===== config.mk =====
export PLATFORM = sky130hd
export DESIGN_NAME = spi_reg_rx
export DESIGN_NICKNAME = d
export VERILOG_FILES = /design/src/rtl/spi_reg_rx.sv
export SDC_FILE = /design/constraint.sdc
export NUM_CORES = 1
export LEC_CHECK = 0
export ABC_AREA = 1
export CELL_PAD_IN_SITES_DETAIL_PLACEMENT = 1
export CELL_PAD_IN_SITES_GLOBAL_PLACEMENT = 1
export CORE_UTILIZATION = 40
export CTS_CLUSTER_DIAMETER = 150
export DETAILED_ROUTE_END_ITERATION = 6
export GPL_ROUTABILITY_DRIVEN = 0
export GPL_TIMING_DRIVEN = 0
export HOLD_SLACK_MARGIN = 0.06
export PLACE_DENSITY = 0.72
export SYNTH_ARGS = -nofsm -noshare
export SYNTH_HDL_FRONTEND = slang
export SYNTH_SLANG_ARGS = --single-unit

===== constraint.sdc =====
create_clock -name clk -period 1.6 [get_ports clk]
set_input_delay 0.32 -clock clk [delete_from_list [all_inputs] [get_ports clk]]
set_output_delay 0.32 -clock clk [all_outputs]
set_load 0.02 [all_outputs]

===== src/rtl/spi_reg_rx.sv =====
// spi_reg_rx: oversampled SPI slave that deserialises MSB-bit frames into a held register.
// Ports:
//   clk        system clock (XTALCLK), all state on posedge
//   rst_n      asynchronous active-low reset
//   sclk       SPI clock pin, asynchronous
//   cs         SPI chip select pin, active low, asynchronous
//   mosi       SPI data in, asynchronous
//   miso       registered SPI data out (previous register value)
//   reg_out    last committed register value
//   reg_update one-clk pulse in the cycle reg_out takes a new value
//   frame_err  one-clk pulse on a rejected frame
module spi_reg_rx #(
    parameter int             MSB       = 8,
    parameter logic [MSB-1:0] RESET_VAL = '0
) (
    input  logic           clk,
    input  logic           rst_n,
    input  logic           sclk,
    input  logic           cs,
    input  logic           mosi,
    output logic           miso,
    output logic [MSB-1:0] reg_out,
    output logic           reg_update,
    output logic           frame_err
);
    localparam int             CW  = $clog2(MSB + 2);
    localparam logic [CW-1:0]  LEN = CW'(MSB);
    localparam logic [CW-1:0]  SAT = CW'(MSB + 1);

    // [0],[1] synchroniser stages, [2] history for edge detection
    logic [2:0]     sclk_q, sclk_d, cs_q, cs_d;
    logic [1:0]     mosi_q, mosi_d;
    // fill_q marks when the synchronisers hold real pin samples rather than reset values
    logic [1:0]     fill_q, fill_d;
    logic           armed_q, armed_d;
    logic [CW-1:0]  cnt_q, cnt_d;
    logic [MSB-1:0] shift_q, shift_d, shadow_q, shadow_d, regv_q, regv_d;
    logic           miso_q, miso_d, upd_q, upd_d, err_q, err_d;
    logic           sclk_rise, sclk_fall, cs_rise, cs_fall;

    assign sclk_rise = sclk_q[1] & ~sclk_q[2];
    assign sclk_fall = ~sclk_q[1] & sclk_q[2];
    assign cs_rise   = cs_q[1] & ~cs_q[2];
    assign cs_fall   = ~cs_q[1] & cs_q[2];

    always_comb begin
        sclk_d   = {sclk_q[1:0], sclk};
        cs_d     = {cs_q[1:0], cs};
        mosi_d   = {mosi_q[0], mosi};
        fill_d   = {fill_q[0], 1'b1};
        // Arm only on a genuine high cs sample so a reset released mid-frame drops that frame
        armed_d  = armed_q | (fill_q[1] & cs_q[1]);
        cnt_d    = cnt_q;
        shift_d  = shift_q;
        shadow_d = shadow_q;
        miso_d   = cs_q[1] ? 1'b0 : miso_q;
        regv_d   = regv_q;
        upd_d    = 1'b0;
        err_d    = 1'b0;
        if (armed_q) begin
            if (cs_fall) begin
                cnt_d    = '0;
                shadow_d = regv_q;
                miso_d   = regv_q[MSB-1];
            end else if (cs_rise) begin
                regv_d = (cnt_q == LEN) ? shift_q : regv_q;
                upd_d  = (cnt_q == LEN);
                err_d  = (cnt_q != LEN);
            end else if (!cs_q[1]) begin
                if (sclk_fall) begin
                    shift_d = {shift_q[MSB-2:0], mosi_q[1]};
                    // saturate past MSB so over-long frames never wrap back to a valid count
                    cnt_d   = (cnt_q == SAT) ? cnt_q : cnt_q + 1'b1;
                end
                if (sclk_rise) begin
                    shadow_d = shadow_q << 1;
                    miso_d   = shadow_q[MSB-2];
                end
            end
        end
    end

    always_ff @(posedge clk or negedge rst_n) begin
        if (!rst_n) begin
            sclk_q   <= 3'b000;
            cs_q     <= 3'b111;
            mosi_q   <= 2'b00;
            fill_q   <= 2'b00;
            armed_q  <= 1'b0;
            cnt_q    <= '0;
            shift_q  <= '0;
            shadow_q <= '0;
            miso_q   <= 1'b0;
            regv_q   <= RESET_VAL;
            upd_q    <= 1'b0;
            err_q    <= 1'b0;
        end else begin
            sclk_q   <= sclk_d;
            cs_q     <= cs_d;
            mosi_q   <= mosi_d;
            fill_q   <= fill_d;
            armed_q  <= armed_d;
            cnt_q    <= cnt_d;
            shift_q  <= shift_d;
            shadow_q <= shadow_d;
            miso_q   <= miso_d;
            regv_q   <= regv_d;
            upd_q    <= upd_d;
            err_q    <= err_d;
        end
    end

    assign miso       = miso_q;
    assign reg_out    = regv_q;
    assign reg_update = upd_q;
    assign frame_err  = err_q;
endmodule


== After elaboration in Yosys (flattened, before gate mapping) ==
Index checks and enable logic that the tools add are counted.

* Bits in registers: 41
* Bits of input ports: 5
* Output and inout bits: 11
* Logic and storage cells: 58

* $add $sub $neg: 1
* Eq/ne operators: 6
* Multiplexer cells: 21
* Bitwise logic cells: 12
* Reductions and logical operators: 6

{| class="wikitable"
|+ Operators with widths
! operator !! number
|-
| 7-bit two-way mux || 4
|-
| 4-bit two-way mux || 5
|-
| 1-bit two-way mux || 12
|-
| 5-bit AND reduction || 2
|-
| 4-bit equality test (second input constant) || 2
|-
| 4-bit AND reduction || 2
|-
| 1-bit NOT || 6
|-
| 1-bit bitwise AND || 5
|-
| 4-bit by 1-bit adder with 4-bit output (second input constant) || 1
|-
| 2-bit by 1-bit != test with 1-bit output (second input constant) || 2
|-
| 4-bit != test (second input constant) || 1
|-
| 2-bit nonzero test || 2
|-
| 2-bit != test (second input constant) || 1
|-
| 1-bit OR || 1
|}

== Depth between registers and ports, before layout ==
* Depth in word-level cells: 7
* Gate-level depth with buffers: 9
* Depth with buffers taken out: 9

== Least setup slack after synthesis ==
OpenSTA, ideal clock, no wires.

* Kind: flip-flop to flip-flop
* Start: register cs_q[1]
* End: register regv_q[5], in the netlist reg_out[5]
* Arrival: 1.563 ns
* Setup slack: -0.080 ns
* Cell stages (with the launch flop): 9
* Buffers on the path: 2
* Clock period less this slack: 1.680 ns
* Cell sequence: dfstp_2 inv_1 ha_1 buf_4 nor3_4 nand2_4 buf_6 nand2_2 o21ai_2

* Word-level cells in the longest chain between the ends: 4
* Elaborated cells on any way between the ends: 5
* Classes of those cells: bitwise: 4; reduce/logical: 1

{| class="wikitable"
|+ RTL lines
! element !! line !! text
|-
| start: declaration || 31 || <nowiki>logic [2:0] sclk_q, sclk_d, cs_q, cs_d;</nowiki>
|-
| start signal: assignment || 99 || <nowiki>cs_q <= cs_d;</nowiki>
|-
| 1-bit NOT (no line) || - ||
|-
| 1-bit bitwise AND || 44 || <nowiki>assign cs_fall = ~cs_q[1] & cs_q[2];</nowiki>
|-
| 1-bit NOT (no line) || - ||
|-
| 4-bit AND reduction (no line) * || - ||
|-
| end signal: assignment || 107 || <nowiki>regv_q <= regv_d;</nowiki>
|-
| end: declaration || 37 || <nowiki>logic [MSB-1:0] shift_q, shift_d, shadow_q, shadow_d, regv_q, regv_d;</nowiki>
|}

Every way passes the cells marked *; elsewhere a longest branch is shown, timed or not.
A chain may end at the register's enable or synchronous reset.

== Worst setup path after layout ==
* Start: register cs_q[1]
* End: register regv_q[7], in the netlist reg_out[7]

The elaborated chain is that of the path after synthesis.

==> run_results.csv <==
group,metric,value,unit
critical_path,critPathMostFrequentCell,"nand2_4",
power,p_leak,1.183,nW
placed_design,place_inst,253,
routing,viasPerCell,4.934,
synthesis,syn_area,1849,µm²
clock_tree,htree_levels,2,
sta,rsz0062_at_grt,"yes",
global_routing,grt_pass1_wl,6886,µm
layout,layout_common_cells,"dfrtp_1 (38), nand2_1 (37), inv_1 (24)",
synthesis,syn-instance-count,186,
layout,syn_to_final_growth,29.91,%
die,rows,24,
critical_path,critPathKind,"reg -> reg",
routing,vias,1352,
sta,worst_slack,-0.05241,ns
run_status,status,"complete, but fails checks",
layout,final_cells,274,
layout,final_layout_size_suffix_gt1_frac,0.3108,
critical_path,worstPathRequired,1.78,ns
critical_path,endpoint_kind,"flop",
routing,drtAntennaViolNets,0,
clock_tree,cts_tree,"done",
critical_path,worstPathBufferInverterCount,3,
synthesis,avgSynthCellArea,9.942,µm²
critical_path,crit_arrival,1.84,ns
sta,fmax,605.2,MHz
power,powerDensity,993.3,nW/µm²
die,dieWidth,70.00,µm
run_status,violations,"negative setup slack",
die,die_y,70.00,µm
sta,finalCritPeriodShare,1.033,
routing,firstDrtPassIters,4,
global_routing,grt_overflow,0,
critical_path,crit_path_top_delay_cell,"dfstp_2",
critical_path,worst_setup_path_start_kind,"flop",
routing,drc,0,
sta,finalCriticalPeriod,1.652,ns
routing,drtIter0Drc,51,
global_routing,grt_use_total,0.1839,
synthesis,ys_warn_count,0,
synthesis,seq_area_frac_synth,0.5568,
critical_path,path_max_fanout,5,
run,cap_violations,0,
sta,fin_hold_ws,0.1381,ns
clock_tree,clkSinkCount,41,
power,vdd_drop_max,0.5371,mV
die,dieArea,4899,µm²
layout,diodes,0,
clock_tree,root_buffer,"clkbuf_8",
clock_tree,clk_latency,0.29,ns
placed_design,io_buffers,15,
synthesis,ys_seq_elements,41,
critical_path,crit_family,"flip-flops",
sta,setup_viol,8,
critical_path,cp_cell_sequence,"buf_6, ha_4, inv_4, nor3_4, nand2_4, buf_8, nand2_4, nand2_2",
clock_tree,cts_buffers,5,
sta,worstMarginPinSlew,0.8837,ns
global_routing,grt_pass1_vias,1445,
clock_tree,clk_path_buf_depth,2,
global_routing,antenna_found_initial,0,
layout,layout_commonest_cell,"dfrtp_1",
die,coreArea,4384,µm²
routing,drt-wirelength-per-cell,15.42,µm
placed_design,hpwl,2578,µm
die,start_util,0.4218,
worst_hold_path,hold_class,"in -> async",
global_routing,grt_max_degree,42,
critical_path,slowest_delay,0.58,ns
die,io_pins,16,
sta,slew_headroom,0.4109,
synthesis,synth_cell_types,26,
sta,finalMaxSlewViolations,0,
layout,fin_nets,232,
critical_path,worstSetupStartpoint,"cs_q[1]",
sta,finalHoldViolCount,0,
clock_tree,path_clk_slew,0.08,ns
synthesis,syn_nets,197,
critical_path,worstReg2RegStart,"cs_q[1]",
routing,wl,4224,µm
sta,clock_skew,0.004988,ns
[final timing paths]
path,endpoint,depth (start not counted),slack [ns]
worst min-delay path,cnt_q[1],1,0.14
worst max register to register,reg_out[7],8,-0.05
max in group asynchronous,reg_out[4],1,0.91
worst max-delay path,reg_out[7],8,-0.05
worst min register to register,fill_q[1],0,0.36
min in group clk,fill_q[1],0,0.36
[layout make-up]
| class | count | area (µm²) |
|---|---|---|
| fill | 482 | 1982 |
| sequential | 41 | 1030 |
| multi-input combinational | 112 | 760.7 |
| timing repair buffer | 29 | 296.5 |
| inverter | 28 | 110.1 |
| clock buffer | 6 | 72.57 |
| tap | 52 | 65.06 |
| buffer | 4 | 52.55 |
| clock inverter | 2 | 15.01 |
[worst register-to-register path, cell delays in order (launching register included)]
cell and delay, ns:
dfstp_2 0.58, buf_6 0.13, ha_4 0.14, inv_4 0.04, nor3_4 0.25, nand2_4 0.14, buf_8 0.17, nand2_4 0.06
nand2_2 0.05
[registers in the layout (all words and copies together) (netlist names)]
signal	cells
armed_q	1
cnt_q	4
cs_q	3
fill_q	2
frame_err	1
miso	1
mosi_q	2
reg_out	8
reg_update	1
sclk_q	3
shadow_q	7
shift_q	8
[per-layer routing]
layer	vias to the layer above	global-route usage	routed length, µm
li1	650	-	-
met1	680	0.2215	1806
met2	15	0.3162	2278
met3	7	0.03319	73
met4	0	0.08889	65
met5	-	0	0
[metrics by stage]
step	area [µm²]	setup TNS, ns	worst slack, ns	total power, mW	utilization
after detailed placement	2059	-1.300	-0.1361	1.673	0.4697
final	2402	-0.3132	-0.05241	2.386	0.5479
after CTS	2272	-0.00001177	-0.00001177	2.375	0.5183
after global placement	2064	-30.30	-0.7545	1.642	0.4709
after floorplan	1849	0	0.02116	1.516	-
after global routing	2402	-0.9297	-0.1190	2.523	0.5479
[repair_timing]
| item | in CTS | in global routing |
|---|---|---|
| setup endpoints to repair | 29 | 20 |
| resized for setup | 28 | 26 |
| hold buffers | 0 | 0 |
| pin swaps | 4 | 8 |
| setup buffers | 7 | 6 |
| gates cloned | 1 | 1 |
[synthesized netlist by cell type, drive strengths merged]
master   n  area [µm²]
nand4    2       12.51
nand3    9       50.05
a21oi    1       5.000
nor2     9       73.82
o21ai   27       172.7
ha       6       75.07
nand3b   1       7.510
dfstp    3       78.83
dfrtp   38       950.9
a21boi   1       7.510
xor2     2       17.52
conb     1       3.750
inv     28       105.1
buf      5       50.04
nand2   52       222.7
nor3     1       16.27
[cells by family (layout without fill, tap and decap cells)]
family | count (synthesis) | count (layout) | synth area share
AO/OA/AOI/OAI | 29 | 29 | 0.1001
AND/OR/NAND/NOR | 74 | 74 | 0.2070
adder cells (fa/ha/maj) | 6 | 6 | 0.04059
buffers and inverters | 33 | 69 | 0.08389
XOR/XNOR | 2 | 2 | 0.009474
flip-flops | 41 | 41 | 0.5568
other | 1 | 1 | 0.002028
[power breakdown]
group | switching [mW] | internal (mW) | total (mW)
logic | 0.275 | 0.194 | 0.470
registers | 0.0884 | 1.15 | 1.24
clock network | 0.369 | 0.307 | 0.677
total | 0.733 | 1.65 | 2.39
(Power assumes the default switching activity.)
